--- config.mk ---
export PLATFORM = sky130hd
export DESIGN_NAME = seg_execute_muldiv
export DESIGN_NICKNAME = d
export VERILOG_FILES = /design/src/rtl/seg_execute_muldiv.sv
export SDC_FILE = /design/constraint.sdc
export NUM_CORES = 1
export LEC_CHECK = 0
export ABC_CLOCK_PERIOD_IN_PS = 7100
export CAP_MARGIN = 5
export CORE_UTILIZATION = 55
export CTS_BUF_LIST = sky130_fd_sc_hd__clkbuf_8
export DETAILED_ROUTE_END_ITERATION = 10
export PLACE_DENSITY = 0.81
export SYNTH_ARGS = -nofsm -noshare
export SYNTH_HDL_FRONTEND = slang
export SYNTH_SLANG_ARGS = --single-unit
--- constraint.sdc ---
create_clock -name i_clock -period 7.1 [get_ports i_clock]
set_input_delay 1.42 -clock i_clock [delete_from_list [all_inputs] [get_ports i_clock]]
set_output_delay 1.42 -clock i_clock [all_outputs]
set_load 0.01 [all_outputs]
--- src/rtl/seg_execute_muldiv.sv ---
// Iterative multiply/divide unit for the MIPS execute stage.
// Owns the architectural HI/LO registers. MULTU/MULT use radix-2 shift-add
// and DIVU/DIV use restoring division, one step per cycle. Signed operations
// work on magnitudes, and the signs are fixed up on the last step.
module seg_execute_muldiv #(
    parameter int NB_DATA = 32,
    parameter int NB_OP   = 2,
    parameter int NB_CNT  = 6
) (
    input  logic               i_clock,
    input  logic               i_reset,
    input  logic               i_start,
    input  logic [NB_OP-1:0]   i_op,
    input  logic [NB_DATA-1:0] i_data_a,
    input  logic [NB_DATA-1:0] i_data_b,
    input  logic               i_wr_hi,
    input  logic               i_wr_lo,
    input  logic [NB_DATA-1:0] i_wr_data,
    output logic [NB_DATA-1:0] o_hi,
    output logic [NB_DATA-1:0] o_lo,
    output logic               o_busy,
    output logic               o_done,
    output logic               o_div_zero
);

    localparam logic [1:0] ST_IDLE = 2'd0;
    localparam logic [1:0] ST_CALC = 2'd1;
    localparam logic [1:0] ST_DONE = 2'd2;

    logic [1:0]           r_state;
    logic [1:0]           w_state_next;
    logic                 r_is_div;
    logic                 r_neg_q;     // quotient / product must be negated
    logic                 r_neg_r;     // remainder must be negated (dividend sign)
    logic                 r_dz;
    logic [NB_CNT-1:0]    r_cnt;
    logic [2*NB_DATA-1:0] r_acc;       // multiply: {partial, multiplier}; divide: {rem, quo}
    logic [NB_DATA-1:0]   r_opb;       // multiplicand or divisor magnitude
    logic [NB_DATA-1:0]   r_hi;
    logic [NB_DATA-1:0]   r_lo;

    // Operand conditioning at the start edge
    logic                 w_is_div;
    logic                 w_sign_a;
    logic                 w_sign_b;
    logic [NB_DATA-1:0]   w_mag_a;
    logic [NB_DATA-1:0]   w_mag_b;
    logic                 w_div_zero;
    logic                 w_start;

    assign w_is_div   = i_op[1];
    assign w_sign_a   = i_op[0] & i_data_a[NB_DATA-1];
    assign w_sign_b   = i_op[0] & i_data_b[NB_DATA-1];
    assign w_mag_a    = w_sign_a ? -i_data_a : i_data_a;
    assign w_mag_b    = w_sign_b ? -i_data_b : i_data_b;
    assign w_div_zero = w_is_div && (i_data_b == '0);
    assign w_start    = (r_state == ST_IDLE) && i_start;

    // One iteration step for each algorithm
    logic [NB_DATA:0]     w_mul_sum;
    logic [2*NB_DATA-1:0] w_mul_next;
    logic [NB_DATA:0]     w_trial;
    logic [2*NB_DATA-1:0] w_div_next;
    logic [2*NB_DATA-1:0] w_acc_next;
    logic [2*NB_DATA-1:0] w_prod_fix;
    logic [NB_DATA-1:0]   w_res_hi;
    logic [NB_DATA-1:0]   w_res_lo;
    logic                 w_last;

    assign w_mul_sum  = {1'b0, r_acc[2*NB_DATA-1:NB_DATA]}
                      + (r_acc[0] ? {1'b0, r_opb} : {(NB_DATA+1){1'b0}});
    assign w_mul_next = {w_mul_sum, r_acc[NB_DATA-1:1]};
    // Trial subtract of the divisor from the remainder shifted left by one dividend bit
    assign w_trial    = {r_acc[2*NB_DATA-1:NB_DATA], r_acc[NB_DATA-1]} - {1'b0, r_opb};
    assign w_div_next = w_trial[NB_DATA] ? {r_acc[2*NB_DATA-2:0], 1'b0}
                                         : {w_trial[NB_DATA-1:0], r_acc[NB_DATA-2:0], 1'b1};
    assign w_acc_next = r_is_div ? w_div_next : w_mul_next;
    assign w_prod_fix = r_neg_q ? -w_acc_next : w_acc_next;
    assign w_res_hi   = r_is_div ? (r_neg_r ? -w_acc_next[2*NB_DATA-1:NB_DATA]
                                            : w_acc_next[2*NB_DATA-1:NB_DATA])
                                 : w_prod_fix[2*NB_DATA-1:NB_DATA];
    assign w_res_lo   = r_is_div ? (r_neg_q ? -w_acc_next[NB_DATA-1:0]
                                            : w_acc_next[NB_DATA-1:0])
                                 : w_prod_fix[NB_DATA-1:0];
    assign w_last     = (r_state == ST_CALC) && (r_cnt == NB_CNT'(1));

    // State register
    always_ff @(posedge i_clock or negedge i_reset) begin
        if (!i_reset) r_state <= ST_IDLE;
        else          r_state <= w_state_next;
    end

    // Next-state logic
    always_comb begin
        w_state_next = r_state;
        case (r_state)
            ST_IDLE: if (i_start) w_state_next = w_div_zero ? ST_DONE : ST_CALC;
            ST_CALC: if (r_cnt == NB_CNT'(1)) w_state_next = ST_DONE;
            ST_DONE: w_state_next = ST_IDLE;
            default: w_state_next = ST_IDLE;
        endcase
    end

    // Outputs decoded from registered state only
    always_comb begin
        o_busy     = (r_state != ST_IDLE);
        o_done     = (r_state == ST_DONE);
        o_div_zero = (r_state == ST_DONE) && r_dz;
        o_hi       = r_hi;
        o_lo       = r_lo;
    end

    // Datapath: operand capture, iteration, result and MTHI/MTLO writes
    always_ff @(posedge i_clock or negedge i_reset) begin
        if (!i_reset) begin
            r_is_div <= 1'b0;
            r_neg_q  <= 1'b0;
            r_neg_r  <= 1'b0;
            r_dz     <= 1'b0;
            r_cnt    <= '0;
            r_acc    <= '0;
            r_opb    <= '0;
            r_hi     <= '0;
            r_lo     <= '0;
        end else if (w_start) begin
            r_is_div <= w_is_div;
            r_neg_q  <= w_sign_a ^ w_sign_b;
            r_neg_r  <= w_sign_a;
            r_dz     <= w_div_zero;
            r_cnt    <= NB_CNT'(NB_DATA);
            r_acc    <= {{NB_DATA{1'b0}}, (w_is_div ? w_mag_a : w_mag_b)};
            r_opb    <= w_is_div ? w_mag_b : w_mag_a;
        end else if (r_state == ST_CALC) begin
            r_acc <= w_acc_next;
            r_cnt <= r_cnt - NB_CNT'(1);
            if (w_last) begin
                r_hi <= w_res_hi;
                r_lo <= w_res_lo;
            end
        end else if (r_state == ST_IDLE) begin
            if (i_wr_hi) r_hi <= i_wr_data;
            if (i_wr_lo) r_lo <= i_wr_data;
        end
    end

endmodule

# Word-level counts from Yosys, hierarchy flattened
# Cells that the tools add are included.
# totals
register_bits	172
inputBits	103
output_inout_bits	67
elab_cells	70
# classes
n_addsub	8
n_eq_ne	6
muxes	28
n_bitwise	4
reduce_logical	14
# ops
cell	count
two-way mux 32 bit	17
two-way mux 64 bit	5
negator 32 bit	4
negator 64 bit	1
adder 32 x 32 -> 33 bit	1
subtractor 33 x 32 -> 33 bit	1
zero test 32 bit	1
two-way mux 6 bit	2
nonzero test 2 bit	5
AND reduction 4 bit	2
== test 6 x 1 -> 1 bit, second input constant	1
two-way mux 2 bit	3
subtractor 6 x 1 -> 6 bit, second input constant	1
logical AND 1 bit	4
!= test 2 bit, second input constant	2
one-hot mux 2 bit (2 select lines)	1
AND 1 bit	2
== test 2 x 1 -> 1 bit, second input constant	1
== test 2 bit, second input constant	1
zero test 2 bit	1
!= test 2 x 1 -> 1 bit, second input constant	1
AND reduction 2 bit	1
inverter 1 bit	1
bitwise XOR 1 bit	1

# Depth between registers and ports, before layout
# Gate-level depths: netlist of the first run.
# logic_depth
depth_word	8
mapped_depth	27
depth_no_buf	24

# Least setup slack after synthesis of the first run
# OpenSTA, ideal clock, no wires.
# synth_timing
path_kind	register -> register
startpoint	register r_is_div
endpoint	register r_hi[26], in the netlist o_hi[26]
setup_time_ps	128
t_arrival_ps	5720
path_slack_ps	1252
path_stages_with_launch	23
n_path_buf	10
period_less_slack_ps	5848
cell_sequence	dfrtp_1 -> clkbuf_1 -> buf_2 -> buf_2 -> buf_2 -> buf_2 -> buf_1 -> buf_1 -> buf_1 -> buf_1 -> a31o_2 -> ha_1 -> nand2_1 -> or3_1 -> nor3_1 -> nor3_2 -> or4_1 -> buf_2 -> or3_1 -> nor4_1 -> a2bb2oi_1 -> mux2i_1 -> nand3_1
# synth_via
elab_chain_cells	6
# synth_rtl
item	line	text
start: declaration	32	logic r_is_div;
start signal: assignment	126	r_is_div <= w_is_div;
two-way mux 64 bit	77	assign w_acc_next = r_is_div ? w_div_next : w_mul_next;
negator 64 bit or negator 32 bit (tied branches)	78, 79	
two-way mux 64 bit or two-way mux 32 bit (tied branches)	78, 79	
two-way mux 32 bit (*)	79	assign w_res_hi = r_is_div ? (r_neg_r ? -w_acc_next[2*NB_DATA-1:NB_DATA]
two-way mux 32 bit (*)	136	if (w_last) begin
two-way mux 32 bit (*)	133	end else if (r_state == ST_CALC) begin
end signal: assignment	137	r_hi <= w_res_hi;
end signal: assignment	141	if (i_wr_hi) r_hi <= i_wr_data;
end: declaration	39	logic [NB_DATA-1:0] r_hi;
# Every way passes the cells marked *; elsewhere a longest branch is shown, timed or not. The select of a mux whose other input is x is not followed.
# A chain may end at the register's enable or synchronous reset.

# Worst setup path after layout of the first run
# layout_timing
startpoint	register r_acc[31]
endpoint	register r_hi[26], in the netlist o_hi[26]
# layout_via
elab_chain_cells	8
# layout_rtl
item	line	text
start: declaration	37	logic [2*NB_DATA-1:0] r_acc;
start signal: assignment	131	r_acc <= {{NB_DATA{1'b0}}, (w_is_div ? w_mag_a : w_mag_b)};
start signal: assignment	134	r_acc <= w_acc_next;
subtractor 33 x 32 -> 33 bit	74	assign w_trial = {r_acc[2*NB_DATA-1:NB_DATA], r_acc[NB_DATA-1]} - {1'b0, r_opb};
two-way mux 64 bit	75	assign w_div_next = w_trial[NB_DATA] ? {r_acc[2*NB_DATA-2:0], 1'b0}
two-way mux 64 bit (*)	77	
negator 64 bit or negator 32 bit (tied branches)	78, 79	
two-way mux 64 bit or two-way mux 32 bit (tied branches)	78, 79	
two-way mux 32 bit (*)	79	
two-way mux 32 bit (*)	136	
two-way mux 32 bit (*)	133	
# Marked as above.

==> results of run 1 <==
## state kept, by name, indices dropped and copies added (netlist names)
register,flops
o_hi,32
o_lo,32
r_acc,64
r_cnt,6
r_dz,1
r_is_div,1
r_neg_q,1
r_neg_r,1
r_opb,32
r_state,2
## cell type report
type	instances	area (um2)
clock buffer	17	234.0
clock inverter	15	133.9
timing repair buffer	193	1866
tap	384	480.5
sequential	172	4308
antenna	4	10.01
fill	2559	10410
inverter	65	244.0
multi-input combinational	1794	11020
## per-layer routing
metal | vias to the layer above | track usage | share of wire
li1 | 7909 | - | -
met1 | 8273 | 0.5041 | 0.41
met2 | 846 | 0.6589 | 0.47
met3 | 177 | 0.07520 | 0.077
met4 | 2 | 0.2006 | 0.051
met5 | - | 0 | 0.00022
## worst max-delay path, cell delays in order (launching register included)
cell and delay [ns]:
dfrtp_1 0.42, inv_1 0.09, ha_1 0.17, inv_1 0.06, fa_1 0.42, a211oi_1 0.47, nor3_2 0.15, o21ai_2 0.26
a2111oi_4 0.16, o21a_1 0.36, o21ai_0 0.29, a31oi_1 0.14, inv_1 0.12, ha_1 0.19, nand2_1 0.11, or3_1 0.40
nor3_1 0.26, nor3_2 0.12, or4_1 0.65, or3_1 0.42, nor4_1 0.32, a2bb2oi_1 0.26, mux2i_1 0.20, nand3_1 0.08
## worst max-delay path by stage
stage | to | slack (ns) | cells after the start
2_1_floorplan | o_hi[26] | 1.25 | 22
3_3_place_gp | o_hi[26] | 1.12 | 23
3_5_place_dp | o_hi[26] | 1.00 | 23
4_1_cts | o_hi[26] | 0.97 | 23
5_1_grt | o_hi[26] | 0.54 | 23
6_report | o_hi[26] | 0.90 | 23
## through the flow
stage | utilization | std cells
6_report | 0.6375 | 2644
5_1_grt | 0.6371 | 2640
4_1_cts | 0.6371 | 2640
3_5_place_dp | 0.6243 | 2608
3_3_place_gp | 0.6242 | 2607
2_1_floorplan | - | 2163
## cell families after synthesis
| group | after synthesis | share of synthesized area |
|---|---|---|
| multiplexers | 62 | 0.03960 |
| buffers and inverters | 197 | 0.04824 |
| AND/OR/NAND/NOR | 795 | 0.2303 |
| adder cells (fa/ha/maj) | 72 | 0.05695 |
| XOR/XNOR | 162 | 0.08823 |
| AO/OA/AOI/OAI | 703 | 0.2690 |
| flip-flops | 172 | 0.2676 |
## placed cells by master, fill, tap and decap left out, drive strengths merged, types with 19 or more instances in the layout
cell	instances
nand2	280
o21ai	244
inv	74
ha	70
buf	26
mux2i	49
o211ai	49
xor2	64
and2	49
nand3	75
a21oi	202
nor3	50
a21o	36
xnor2	98
clkdlybuf4s50	167
a211oi	23
nor2	196
dfrtp	172
nand4	19
==> results.json, run 1 <==
{
  "setup_violations": 0,
  "synth.avg_cell_area_um2": 7.435,
  "finalCriticalPeriod_ns": 6.199,
  "syn_nets": 2338,
  "synth_top_area_share": 0.2676,
  "hold_path_depth": 2,
  "synth_cell_type_count": 81,
  "seq_area_frac_synth": 0.2676,
  "cts_root_buf": "clkbuf_8",
  "status": "finished clean",
  "r2r_cells": 23,
  "htreeDepth": 4,
  "core_area_um2": 28700,
  "die_x_um": 173.0,
  "synth_ff_type": "dfrtp_1",
  "r2r_slack_ns": 0.90,
  "min_path_type": "flop to flop",
  "grt_max_degree": 107,
  "num_vias": 17207,
  "post_cts_buffers": 0,
  "min_from": "r_dz",
  "cts.sinks": 172,
  "fin_tns_setup_ns": 0,
  "grt_pass1_wl_mm": 92.98,
  "rsz0062_at_grt": "false",
  "place_congestion": 1.007,
  "drt_iter0_drc": 1701,
  "worstSetupStartpoint": "r_acc[31]",
  "port_buffers": 169,
  "synthCells": 2163,
  "postCtsHoldBufs": 0,
  "final_antenna_net_count": 0,
  "layout_setup_ws_ns": 0.9007,
  "ys_warn_count": 0,
  "dp_slack_ns": 1.003,
  "grt-ovfl-total": 0,
  "reg2reg_to": "o_hi[26]",
  "start_util": 0.5603,
  "layout_worst_path_cycle_share": 0.8731,
  "clk_latency_ns": 0.52,
  "worst_slew_margin_rel": 0.2208,
  "vias_per_cell": 6.508,
  "nets": 2418,
  "postSynthRegisterBits": 172,
  "routed_wl_mm": 60.25,
  "cp.arrival_ns": 6.59,
  "synth_area_leader_cell": "dfrtp_1",
  "tritoncts": "done",
  "drc_errors": 0,
  "hold_violations": 0,
  "row_count": 62,
  "worst_pin_slew_ns": 1.162,
  "cts_buffers": 17,
  "critPathRequiredTime_ns": 7.49,
  "fin_area_um2": 18300,
  "min_to": "r_dz",
  "max_freq_mhz": 161.3,
  "die_y_um": 173.0,
  "async_flop_share": 1.000,
  "clockBufferDepth": 2,
  "slew_violations": 0,
  "yosys-top-cells-area": "dfrtp_1, o21ai_0, nand2_1",
  "post-dp-hpwl_mm": 47.06,
  "grt.total_usage": 0.4008,
  "wl_per_cell_um": 22.79,
  "drive_above_1_share": 0.05053,
  "ioPinCount": 170,
  "cap_violations": 0,
  "cts_resized": 0,
  "worstPathMaxFanout": 12,
  "syn2layout_area_growth_pct": 13.78,
  "critPathLaunchType": "flop",
  "rr_startpoint": "r_acc[31]",
  "firstDrtPassIters": 6,
  "clkTransAtPathRegs_ns": 0.11,
  "critical_path_class": "flop to flop",
  "synth_edf_count": 0,
  "synthTopCellsByCount": "nand2_1, o21ai_0, a21oi_1",
  "skew_ns": 0.02220,
  "crit_path_end_kind": "flop",
  "dpl_cell_area_um2": 17920,
  "holdWs_ns": 0.4737,
  "syn_area_um2": 16080,
  "synth_most_common_cell": "nand2_1",
  "grt_pass1_vias": 16208,
  "die-area_um2": 29930,
  "antenna_found_initial": 5
}
Power of run 1 is left out: the tool's default activity adds up to more than one toggle a clock period on the data nets, which glitch-free logic cannot reach.
==> run 2: changes to the inputs <==
--- a/config.mk
+++ b/config.mk
@@ -5,7 +5,7 @@
 export SDC_FILE = /design/constraint.sdc
 export NUM_CORES = 1
 export LEC_CHECK = 0
-export ABC_CLOCK_PERIOD_IN_PS = 7100
+export ABC_CLOCK_PERIOD_IN_PS = 6100
 export CAP_MARGIN = 5
 export CORE_UTILIZATION = 55
 export CTS_BUF_LIST = sky130_fd_sc_hd__clkbuf_8
==> constraint.sdc (replaced) <==
create_clock -name i_clock -period 6.1 [get_ports i_clock]
set_input_delay 1.22 -clock i_clock [delete_from_list [all_inputs] [get_ports i_clock]]
set_output_delay 1.22 -clock i_clock [all_outputs]
set_load 0.01 [all_outputs]
==> run 2 against run 1 <==
The flow now finishes with violations (design-rule violations). First-iteration DRC count is 22% higher. Die area stayed put. Hold slack better by 0.021 ns. Clock skew is 0.0010 ns higher. Critical path depth is 3 lower. Highest routed layer unchanged.
==> results.json, run 2 (synthesis results as in run 1) <==
{
  "status": "finished, violations left",
  "violations": "design-rule violations",
  "critPathLaunchType": "flop",
  "r2r_cells": 20,
  "num_vias": 17210,
  "die_x_um": 173.0,
  "largest-register": "r_acc",
  "grt-ovfl-total": 0,
  "clk_latency_ns": 0.50,
  "start_util": 0.5603,
  "antenna_found_initial": 4,
  "critPathRequiredTime_ns": 6.48,
  "hold_violations": 0,
  "rsz0062_at_grt": "false",
  "cp.arrival_ns": 6.18,
  "slew_violations": 0,
  "drt_iter0_drc": 2074,
  "worstPathMaxFanout": 10,
  "max_freq_mhz": 172.3,
  "ioPinCount": 170,
  "row_count": 62,
  "fin_tns_setup_ns": 0,
  "cpPeakStageDelay_ns": 0.55,
  "worst_slew_margin_rel": 0.2458,
  "finalCriticalPeriod_ns": 5.805,
  "tritoncts": "done",
  "layout_worst_path_cycle_share": 0.9516,
  "die-area_um2": 29930,
  "clockBufferDepth": 2,
  "firstDrtPassIters": 9,
  "cap_violations": 0,
  "htreeDepth": 4,
  "min_path_type": "flop to flop",
  "core_area_um2": 28700,
  "drive_above_1_share": 0.06456,
  "critical_path_class": "flop to flop",
  "grt_max_degree": 91,
  "r2r_slack_ns": 0.30,
  "port_buffers": 169,
  "die_y_um": 173.0,
  "dp_slack_ns": 0.2996,
  "worstSetupStartpoint": "r_acc[57]",
  "nFillCells": 2602,
  "place_congestion": 1.051,
  "grt_pass1_wl_mm": 94.69,
  "crit_chain": "ha_1 > nand4_1 > inv_1 > o21ba_1 > a221o_1 > nor3_2 > or3_1 > a31oi_1 > inv_1 > ha_1 > nand2_1 > or3_1 > nor3_2 > nor3_2 > or4_1 > or3_1 > nor4_1 > a2bb2oi_1 > mux2i_1 > nand3_1",
  "cts_buffers": 17,
  "drc_errors": 2,
  "post-dp-hpwl_mm": 48.12,
  "crit_path_top_delay_cell": "or4_1",
  "final_antenna_net_count": 0,
  "cts.sinks": 172,
  "syn2layout_area_growth_pct": 15.33,
  "rr_startpoint": "r_acc[57]",
  "crit_path_end": "o_hi[26]",
  "final_cell_mix": "nand2_1, o21ai_0, a21oi_1, nor2_1, dfrtp_1",
  "setup_violations": 0,
  "layout_commonest_cell": "nand2_1",
  "reg2reg_to": "o_hi[26]",
  "cts_root_buf": "clkbuf_8",
  "grt.total_usage": 0.4106,
  "largest_reg_flops": 64,
  "routed_wl_mm": 61.49,
  "grt_pass1_vias": 16124,
  "wl_per_cell_um": 23.11,
  "vias_per_cell": 6.467,
  "clkTransAtPathRegs_ns": 0.10,
  "worst_pin_slew_ns": 1.131,
  "skew_ns": 0.02322,
  "layout_setup_ws_ns": 0.2954,
  "post_cts_buffers": 0,
  "crit_path_end_kind": "flop",
  "antennaDiodeCount": 0,
  "nets": 2439
}
-- run 2: changes by cell type in the layout (fill, tap and decap cells not counted), moves of 2 or more --
cell      before  now
buf_4         23   45
diode_2        4    0
clkbuf_8      17   19
inv_6          5    2
ha_2           0    5
ha_1          70   65
-- run 2: layout make-up --
type | count | area, um2 | share of cell area
multi-input cells | 1794 | 11070 | 0.5970
flip-flops and latches | 172 | 4308 | 0.2323
inverters | 65 | 244.0 | 0.01316
well taps | 384 | 480.5 | 0.02591
repair buffers | 214 | 2026 | 0.1092
clock buffers | 19 | 261.5 | 0.01410
clock inverters | 13 | 153.9 | 0.008298
-- run 2: worst min-delay path by stage --
stage	endpoint	startpoint	cells after the start	slack, ns
after floorplan	r_dz	r_dz	2	0.44
after CTS	o_lo[28]	o_lo[28]	2	0.50
after detailed placement	o_lo[5]	o_lo[5]	2	0.47
after global placement	r_dz	r_dz	2	0.46
after global routing	o_lo[5]	o_lo[5]	2	0.52
final	o_hi[21]	o_hi[21]	2	0.50
-- run 2: per-layer routing --
metal / global-route usage / vias to the layer above / wire length [um]
li1: - / 7957 / -
met1: 0.5440 / 8222 / 25420
met2: 0.6489 / 886 / 27890
met3: 0.07432 / 143 / 5293
met4: 0.1954 / 2 / 2880
met5: 0 / - / 10
-- run 2: repair_timing --
action / 4_1_cts / 5_1_grt
resized for setup: 0 / 13
hold buffers: 0 / 0
setup endpoints to repair: 0 / 9
-- run 2: critical path, delay by kind of cell (launching register included) --
family / cells / cell delay, ns
and+or+nand+nor: 11 / 3.10
AOI/OAI and AO/OA: 4 / 1.01
buffers and inverters: 2 / 0.26
muxes: 1 / 0.23
DFF: 1 / 0.46
adders and majority gates: 2 / 0.63
-- run 2: metrics by stage --
stage                     instance area [um2]  hold WS, ns  utilization  cells
after detailed placement                18080       0.4721       0.6299   2629
after floorplan                         16080       0.4375            -   2163
after CTS                               18500       0.4974       0.6444   2661
final                                   18550       0.4951       0.6462   2661
after global placement                  18080       0.4594       0.6299   2629
after global routing                    18550       0.5190       0.6462   2661
Power of run 2 is left out for the same reason.
